File: config.mk
export PLATFORM = sky130hd
export DESIGN_NAME = sample_arbiter
export DESIGN_NICKNAME = d
export VERILOG_FILES = /design/src/rtl/sample_arbiter_pkg.sv /design/src/rtl/sample_arb_slot.sv /design/src/rtl/sample_arbiter.sv
export SDC_FILE = /design/constraint.sdc
export NUM_CORES = 1
export LEC_CHECK = 0
export ABC_AREA = 1
export ABC_CLOCK_PERIOD_IN_PS = 1900
export BUFFER_PORTS_ARGS = -buffer_cell sky130_fd_sc_hd__buf_2
export CORE_MARGIN = 4
export CORE_UTILIZATION = 40
export CTS_CLUSTER_SIZE = 10
export DETAILED_ROUTE_END_ITERATION = 8
export PLACE_DENSITY = 0.7
export SLEW_MARGIN = 25
export SYNTH_ARGS = -nofsm -noshare
export SYNTH_HDL_FRONTEND = slang
export SYNTH_SLANG_ARGS = --single-unit
File: constraint.sdc
create_clock -name clk -period 1.9 [get_ports clk]
set_input_delay 0 -clock clk [delete_from_list [all_inputs] [get_ports clk]]
set_output_delay 0 -clock clk [all_outputs]
set_load 0.01 [all_outputs]
File: src/rtl/sample_arbiter_pkg.sv
// rtl/sample_arbiter_pkg.sv - shared widths, source indices and helpers for the sample arbiter
package sample_arbiter_pkg;

   localparam int SAMPLE_W_DEF = 48;
   localparam int DROP_W_DEF   = 16;

   localparam int SRC_APD      = 0;
   localparam int SRC_STATUS   = 1;

   // Width of a source index; a single source still needs a one-bit grant_id.
   function automatic int idx_w(input int n);
      return (n > 1) ? $clog2(n) : 1;
   endfunction

endpackage

File: src/rtl/sample_arb_slot.sv
// rtl/sample_arb_slot.sv - one-entry hold register with valid flag and saturating drop counter
module sample_arb_slot
   import sample_arbiter_pkg::*;
#(
   parameter int SAMPLE_W = SAMPLE_W_DEF,
   parameter int DROP_W   = DROP_W_DEF
) (
   input  logic                clk,
   input  logic                reset_n,
   input  logic                rdy_i,
   input  logic [SAMPLE_W-1:0] data_i,
   input  logic                grant_i,
   input  logic                drop_clr_i,
   output logic                valid_o,
   output logic [SAMPLE_W-1:0] data_o,
   output logic [DROP_W-1:0]   drop_count_o
);

   logic                valid_q, valid_d;
   logic [SAMPLE_W-1:0] data_q, data_d;
   logic [DROP_W-1:0]   cnt_q, cnt_d;
   logic                load, drop;

   // A slot being granted this cycle frees up in time to accept a new word.
   assign load = rdy_i & (~valid_q | grant_i);
   assign drop = rdy_i & valid_q & ~grant_i;

   always_comb begin
      valid_d = valid_q;
      data_d  = data_q;
      cnt_d   = cnt_q;
      if (load) begin
         valid_d = 1'b1;
         data_d  = data_i;
      end else if (grant_i) begin
         valid_d = 1'b0;
      end
      // A clear that coincides with a drop keeps that drop counted.
      if (drop_clr_i) begin
         cnt_d = drop ? DROP_W'(1) : '0;
      end else if (drop && (cnt_q != {DROP_W{1'b1}})) begin
         cnt_d = cnt_q + DROP_W'(1);
      end
   end

   always_ff @(posedge clk or negedge reset_n) begin
      if (!reset_n) begin
         valid_q <= 1'b0;
         data_q  <= '0;
         cnt_q   <= '0;
      end else begin
         valid_q <= valid_d;
         data_q  <= data_d;
         cnt_q   <= cnt_d;
      end
   end

   assign valid_o      = valid_q;
   assign data_o       = data_q;
   assign drop_count_o = cnt_q;

endmodule

File: src/rtl/sample_arbiter.sv
// rtl/sample_arbiter.sv - round-robin scheduler of strobe-only sample sources onto the sample_fifo write port
module sample_arbiter
   import sample_arbiter_pkg::*;
#(
   parameter int N_SRC    = 2,
   parameter int SAMPLE_W = SAMPLE_W_DEF,
   parameter int DROP_W   = DROP_W_DEF
) (
   input  logic                        clk,
   input  logic                        reset_n,
   input  logic                        operate,
   input  logic [N_SRC-1:0]            src_rdy,
   input  logic [N_SRC*SAMPLE_W-1:0]   src_data,
   input  logic                        fifo_full,
   output logic                        fifo_wrreq,
   output logic [SAMPLE_W-1:0]         fifo_data,
   output logic [idx_w(N_SRC)-1:0]     grant_id,
   input  logic                        drop_clr,
   output logic [N_SRC*DROP_W-1:0]     drop_count
);

   localparam int IDX_W = idx_w(N_SRC);

   logic [IDX_W-1:0]    rr_q, rr_d;
   logic [IDX_W-1:0]    win;
   logic                found, go;
   logic [N_SRC-1:0]    slot_valid;
   logic [N_SRC-1:0]    grant;
   logic [SAMPLE_W-1:0] slot_data [N_SRC];

   for (genvar s = 0; s < N_SRC; s++) begin : g_slot
      sample_arb_slot #(
         .SAMPLE_W (SAMPLE_W),
         .DROP_W   (DROP_W)
      ) u_slot (
         .clk          (clk),
         .reset_n      (reset_n),
         .rdy_i        (src_rdy[s]),
         .data_i       (src_data[s*SAMPLE_W +: SAMPLE_W]),
         .grant_i      (grant[s]),
         .drop_clr_i   (drop_clr),
         .valid_o      (slot_valid[s]),
         .data_o       (slot_data[s]),
         .drop_count_o (drop_count[s*DROP_W +: DROP_W])
      );
   end

   // Scan starts one past the last winner, so the last winner has lowest priority.
   always_comb begin
      found = 1'b0;
      win   = '0;
      for (int i = 1; i <= N_SRC; i++) begin
         logic [IDX_W-1:0] cand;
         cand = IDX_W'((int'(rr_q) + i) % N_SRC);
         if (!found && slot_valid[cand]) begin
            found = 1'b1;
            win   = cand;
         end
      end
   end

   assign go = operate & ~fifo_full & found;

   always_comb begin
      grant      = '0;
      fifo_wrreq = go;
      fifo_data  = '0;
      grant_id   = '0;
      rr_d       = rr_q;
      if (go) begin
         grant[win] = 1'b1;
         fifo_data  = slot_data[win];
         grant_id   = win;
         rr_d       = win;
      end
   end

   always_ff @(posedge clk or negedge reset_n) begin
      if (!reset_n) begin
         rr_q <= IDX_W'(N_SRC - 1);
      end else begin
         rr_q <= rr_d;
      end
   end

endmodule

==> results of run 1 <==
-- worst max-delay path by stage --
stage | endpoint | slack (ps) | startpoint | cells after the start
2_1_floorplan | g_slot[0].u_slot.drop_count_o[0] | 280 | g_slot[0].u_slot.drop_count_o[1] | 9
3_3_place_gp | g_slot[1].u_slot.drop_count_o[14] | 210 | rr_q | 8
3_5_place_dp | g_slot[0].u_slot.drop_count_o[7] | 150 | g_slot[0].u_slot.drop_count_o[0] | 10
4_1_cts | fifo_data[18] | 40 | g_slot[0].u_slot.valid_o | 7
5_1_grt | fifo_data[31] | -2 | g_slot[0].u_slot.valid_o | 7
6_report | fifo_data[31] | 130 | g_slot[0].u_slot.valid_o | 7
-- metal layers --
metal	global-route usage, %	vias to the layer above	routed length (um)
li1	-	3460	-
met1	30.1	3353	9320
met2	38.6	325	10400
met3	5.70	74	1650
met4	10.6	2	736
met5	0	-	11
-- power by group --
group / total, mW / internal (mW) / switching [mW]
Combinational: 3.83 / 1.42 / 2.41
Clock: 3.13 / 1.86 / 1.27
Sequential: 4.41 / 3.84 / 0.576
Total: 11.4 / 7.12 / 4.27
-- flip-flops by register name, summed over array words and instances, names as in the netlist --
name                        flops
rr_q                            1
g_slot.u_slot.drop_count_o     32
g_slot.u_slot.data_o           96
g_slot.u_slot.valid_o           2
-- worst max-delay path: stages (launching register included) --
cell and delay [ps]:
dfrtp_1 410, nand2_1 110, nand2_2 110, nor2_4 180, buf_12 200, nand2_1 70, nand2_1 100, buf_2 150
-- synth_stat cells --
cell type  count  area, sq um
o21ai_0       12         60.1
nor2_2         5         31.3
nand3b_1       1         7.51
buf_1          9         33.8
a21oi_1        4         20.0
dfstp_2        1         26.3
nand4_1       17          106
buf_2         11         55.1
inv_1         29          109
nor2_1        48          180
o21ai_2        1         8.76
nor2_4         3         33.8
buf_6          1         11.3
or2_2          1         6.26
o21bai_1       2         15.0
nand2_2        4         25.0
o21ai_1        3         15.0
a31oi_1        1         6.26
ha_1           2         25.0
nand2_1      422         1580
xnor2_1        2         17.5
xor2_1         7         61.3
nand3_1      162          811
buf_4          2         15.0
clkbuf_1      27          101
dfrtp_1      130         3250
inv_2          2         7.51
-- cell usage in the layout, fill, tap and decap left out, types with 9 or more instances in the layout --
master / instances
clkbuf_16: 18
nand4_1: 17
nand2_1: 417
inv_1: 29
dfrtp_1: 130
o21ai_0: 12
nor2_1: 47
dlygate4sd3_1: 99
nand2_2: 9
nand3_1: 162
buf_4: 14
buf_2: 183
buf_12: 9
-- stage by stage --
step           power (mW)  instance area (sq um)
2_1_floorplan        6.58                   6630
3_3_place_gp         7.88                   7880
3_5_place_dp         7.97                   7880
4_1_cts              11.3                   9450
5_1_grt              12.1                   9510
6_report             11.4                   9510
-- cell type report --
class | count | area [sq um] | share of cell area (%)
Sequential cell | 131 | 3280 | 34.5
Clock buffer | 19 | 453 | 4.76
Timing Repair Buffer | 307 | 2230 | 23.4
Multi-Input combinational cell | 698 | 3060 | 32.1
Tap cell | 216 | 270 | 2.84
Clock inverter | 13 | 110 | 1.16
Inverter | 31 | 116 | 1.22
-- logic make-up (layout without fill, tap and decap cells) --
kind of cell | count (synthesis) | after routing | synth area share [%]
AOI/OAI and AO/OA | 23 | 23 | 1.89
xor gates and xnor gates | 9 | 9 | 1.19
adders and majority gates | 2 | 2 | 0.378
buffers and inverters | 81 | 370 | 5.02
DFF | 131 | 131 | 49.5
and+or+nand+nor | 663 | 664 | 42.0
-- timing repair --
item	CTS	global route
gates cloned	0	2
endpoints found under the hold margin	228	0
pin swaps	0	1
hold buffers	99	0
resized for setup	4	9
setup endpoints to repair	48	46
==> impl_metrics.csv, run 1 <==
group,metric,value,unit
detailed_routing,wl,22.1,mm
setup_path,r2r-start,"g_slot[0].u_slot.drop_count_o[0]",
clock_network,clkTransAtPathRegs,60,ps
clock_network,numCtsBuffers,17,
sta,rsz0062_at_grt,"true",
status,status,"complete, no violations",
clock_network,cts_htree_levels,4,
yosys,seq_area_frac_synth,49.5,%
yosys,yosys_warnings,0,
layout,area.growth.synth_to_final,43.6,%
setup_path,crit_fanout,25,
yosys,ys_ff_latch,131,
layout,layout-drive-gt1-share,22.0,%
clock_network,post_cts_buffers,0,
setup_path,worstSetupStartpointType,"flip-flop",
setup_path,cp.arrival,1770,ps
detailed_routing,first_pass_iters,6,
clock_network,cts_buffer_depth,2,
floorplan,die_y,137,um
setup_path,end_kind,"output pin",
clock_network,clkSinkCount,131,
place,place_congestion,0.933,
setup_path,rr_endpoint,"g_slot[0].u_slot.drop_count_o[2]",
detailed_routing,detail-route-antenna-nets,0,
setup_path,crit_type,"flip-flop to output pin",
sta,period_share,93.3,%
place,dp.cells,1282,
detailed_routing,drcViolationCount,0,
min_path,holdPathStages,4,
floorplan,pin_count,185,
floorplan,core-area,0.0161,sq mm
yosys,yosysUniqueCellTypes,27,
sta,min_period,1770,ps
sta,worst_pin_slew,631,ps
place,dp_hpwl,13.1,mm
layout,fillers,1455,
floorplan,initial_utilization,41.3,%
layout,nets,1291,
setup_path,critPathRequiredTime,1900,ps
place,dp_slack,149,ps
detailed_routing,wl_per_cell,15.6,um
min_path,hp-class,"primary input to flip-flop",
sta,setup_tns,0,ps
floorplan,rows,46,
sta,whs,45.9,ps
global_route,grt_use_total,23.7,%
place,port_buffers,184,
pwr,power_leakage,5.11,nW
clock_network,cts-root-buf,"clkbuf_16",
global_route,antenna_found_initial,2,
sta,fmaxAchievable,564,MHz
detailed_routing,drt_iter0_markers,506,
layout,num_antenna_cells,0,
sta,fin_skew,9.01,ps
floorplan,die_area,0.0187,sq mm
sta,setup_violations,0,
yosys,syn_area,0.00663,sq mm
yosys,synthCells,909,
setup_path,r2r_slack,130,ps
detailed_routing,via_count,7214,
min_path,hold_end,"g_slot[0].u_slot.drop_count_o[7]",
clock_network,cts_tree,"yes",
yosys,synth_nets,1014,
sta,max-slew-margin-rel,57.9,%
layout,instances_no_fill,1415,
pwr,vdd_drop_max,957,uV
global_route,grt_pass1_vias,6995,
global_route,grt_max_degree,51,
floorplan,die_x,137,um
min_path,hp-start,"drop_clr",
setup_path,reg2reg_depth,9,
global_route,grt_pass1_wl,34.9,mm
yosys,avgSynthCellArea,7.29,sq um
detailed_routing,viasPerCell,5.10,
clock_network,clk_latency,430,ps
sta,fin_ws,128,ps
layout,final_core_util,59.2,%
global_route,gr-total-overflow,0,
sta,hold_viol_final,0,
run,cap_viol_max_count,0,
pwr,p_per_area,1200,mW/mm^2
sta,maxSlewViolCount,0,
No activity file was read; power rests on OpenSTA's default activity.
==> run 2: changes to the inputs <==
--- a/config.mk
+++ b/config.mk
@@ -5,14 +5,13 @@
 export SDC_FILE = /design/constraint.sdc
 export NUM_CORES = 1
 export LEC_CHECK = 0
-export ABC_AREA = 1
 export ABC_CLOCK_PERIOD_IN_PS = 1900
 export BUFFER_PORTS_ARGS = -buffer_cell sky130_fd_sc_hd__buf_2
 export CORE_MARGIN = 4
 export CORE_UTILIZATION = 40
 export CTS_CLUSTER_SIZE = 10
 export DETAILED_ROUTE_END_ITERATION = 8
-export PLACE_DENSITY = 0.7
+export PLACE_DENSITY = 0.71
 export SLEW_MARGIN = 25
 export SYNTH_ARGS = -nofsm -noshare
 export SYNTH_HDL_FRONTEND = slang
==> run 2 against run 1 <==
Against the previous run: the run now ends with setup timing left; wire length fell by 8.3%; clock power barely moved; setup slack got worse by 190 ps.
==> impl_metrics.csv, run 2 <==
group,metric,value,unit
status,status,"finished with violations",
status,violations,"setup timing",
min_path,hold_end,"rr_q",
sta,setup_violations,107,
floorplan,core-area,0.0152,sq mm
setup_path,max_stage_delay,550,ps
sta,rsz0062_at_grt,"true",
layout,nets,919,
yosys,seq_area_frac_synth,52.9,%
detailed_routing,drcViolationCount,0,
yosys,synthFlopType,"dfrtp_1",
global_route,gr-total-overflow,0,
sta,fin_skew,9.98,ps
layout,area.growth.synth_to_final,57.0,%
yosys,avgSynthCellArea,12.6,sq um
clock_network,cts_tree,"yes",
setup_path,rr_endpoint,"g_slot[1].u_slot.data_o[35]",
min_path,hp-start,"operate",
setup_path,crit_chain,"and2b_4, nor3_4, buf_12, clkbuf_16, a22o_1, buf_2",
yosys,yosys_warnings,0,
sta,maxSlewViolCount,0,
detailed_routing,viasPerCell,5.52,
setup_path,cp_num_buf_inv,3,
setup_path,path_delay_family,"flip-flops",
place,dp_hpwl,11.4,mm
layout,largest_reg_flops,96,
setup_path,end_kind,"output pin",
run,cap_viol_max_count,0,
clock_network,numCtsBuffers,17,
min_path,hp-class,"primary input to flip-flop",
floorplan,die_x,132,um
clock_network,clkSinkCount,131,
layout,multi_input_area,0.00294,sq mm
global_route,antenna_found_initial,0,
sta,period_share,103,%
layout,layout-drive-gt1-share,47.6,%
yosys,ys_ff_latch,131,
sta,max-slew-margin-rel,60.8,%
setup_path,r2r-start,"rr_q",
floorplan,die_y,132,um
clock_network,clk_latency,410,ps
min_path,holdPathStages,4,
sta,setup_tns,-2710,ps
detailed_routing,wl,20.2,mm
clock_network,clkTransAtPathRegs,60,ps
global_route,grt_pass1_vias,6025,
place,port_buffers,184,
yosys,synth_edf_count,0,
yosys,yosysMostFrequentCell,"dfrtp_1",
pwr,vdd_drop_max,646,uV
setup_path,r2r_slack,-40,ps
pwr,p_per_area,1060,mW/mm^2
setup_path,crit_fanout,7,
global_route,grt_max_degree,52,
clock_network,cts_htree_levels,4,
yosys,synth_nets,595,
sta,fin_ws,-59.0,ps
sta,fmaxAchievable,510,MHz
yosys,synth.largest_area_cell,"dfrtp_1",
setup_path,reg2reg_depth,8,
global_route,grt_pass1_wl,30.1,mm
clock_network,cts-root-buf,"clkbuf_16",
pwr,power_leakage,4.64,nW
detailed_routing,drt_iter0_markers,238,
floorplan,initial_utilization,40.8,%
detailed_routing,via_count,5599,
yosys,synth.top_cell.area_share,52.5,%
detailed_routing,wl_per_cell,20.0,um
setup_path,critPathRequiredTime,1900,ps
detailed_routing,first_pass_iters,5,
floorplan,pin_count,185,
yosys,async_flop_share,100,%
sta,min_period,1960,ps
global_route,grt_use_total,21.1,%
setup_path,cpMaxStageDelayCell,"dfstp_2",
setup_path,crit_type,"flip-flop to output pin",
sta,hold_viol_final,0,
setup_path,worstSetupStartpointType,"flip-flop",
layout,final_common_cell,"buf_2",
floorplan,die_area,0.0176,sq mm
setup_path,cp.arrival,1960,ps
yosys,syn_area,0.00620,sq mm
detailed_routing,detail-route-antenna-nets,0,
yosys,synthCells,490,
pwr,finalPower,10.3,mW
yosys,yosysUniqueCellTypes,58,
floorplan,rows,45,
place,place_congestion,0.864,
yosys,synth_common_cells,"dfrtp_1, mux2_2, a22o_1",
layout,regArea,0.00328,sq mm
yosys,synthTopCellsByArea,"dfrtp_1, mux2_2, a22o_1",
clock_network,cts_buffer_depth,2,
layout,mostFrequentLayoutCells,"buf_2, dfrtp_1, dlygate4sd3_1, mux2_2, a22o_1",
layout,final_core_util,64.0,%
sta,worst_pin_slew,584,ps
layout,fillers,1101,
[run 2: power breakdown]
| part | total [mW] | internal [mW] | leakage (nW) | switching (mW) |
|---|---|---|---|---|
| clock | 3.12 | 1.92 | 0.261 | 1.20 |
| sequential | 4.36 | 3.77 | 1.60 | 0.592 |
| combinational | 2.82 | 1.75 | 2.78 | 1.07 |
| total | 10.3 | 7.44 | 4.64 | 2.86 |
[run 2: stage by stage]
stage                     hold slack (ps)  std cells  instance area, sq um  setup slack [ps]
final                                 108       1014                  9730             -59.0
after global routing                  180       1013                  9730              -113
after CTS                            80.6        994                  9180             -90.6
after detailed placement             25.3        859                  7510              58.6
after global placement               16.4        859                  7510               103
after floorplan                      -296        490                  6200              67.7
[run 2: layout make-up]
type / count / share of cell area, %
timing repair buffer: 335 / 27.5
multi-input combinational: 318 / 30.3
antenna: 1 / 0.0257
clock inverter: 8 / 1.09
inverter: 11 / 0.424
tap: 188 / 2.42
clock buffer: 22 / 4.57
sequential: 131 / 33.7
[run 2: worst max path at each step]
stage / startpoint / to / cells past startpoint
2_1_floorplan: g_slot[0].u_slot.drop_count_o[0] / g_slot[0].u_slot.drop_count_o[2] / 7
3_3_place_gp: rr_q / g_slot[1].u_slot.drop_count_o[9] / 4
3_5_place_dp: rr_q / g_slot[1].u_slot.drop_count_o[15] / 4
4_1_cts: rr_q / fifo_data[21] / 6
5_1_grt: rr_q / fifo_data[19] / 6
6_report: rr_q / fifo_data[19] / 6
[run 2: cells by family (layout without fill, tap and decap cells)]
family / after synthesis / after routing / synth area share [%]
DFF: 131 / 131 / 52.9
muxes: 110 / 110 / 19.9
AOI/OAI and AO/OA: 104 / 104 / 13.7
and+or+nand+nor: 102 / 102 / 9.87
buffers and inverters: 41 / 376 / 3.15
adders and majority gates: 2 / 2 / 0.404
other: 0 / 1 / 0
[run 2: timing repair]
item	4_1_cts	5_1_grt
buffers inserted	4	7
hold endpoints to repair	136	0
pin swaps	2	7
setup endpoints to repair	49	111
hold buffers	100	0
resized for setup	13	61
gates cloned	1	12
[run 2: worst min-delay path: stages]
cell and delay, ps:
buf_2 80, nand2b_2 150, o21ai_0 220, nand2b_1 60
[run 2: routing by layer]
layer	global-route usage, %	part of all wire [%]
met1	24.7	40
met2	37.0	51
met3	5.63	6.4
met4	8.14	2.9
met5	0	0
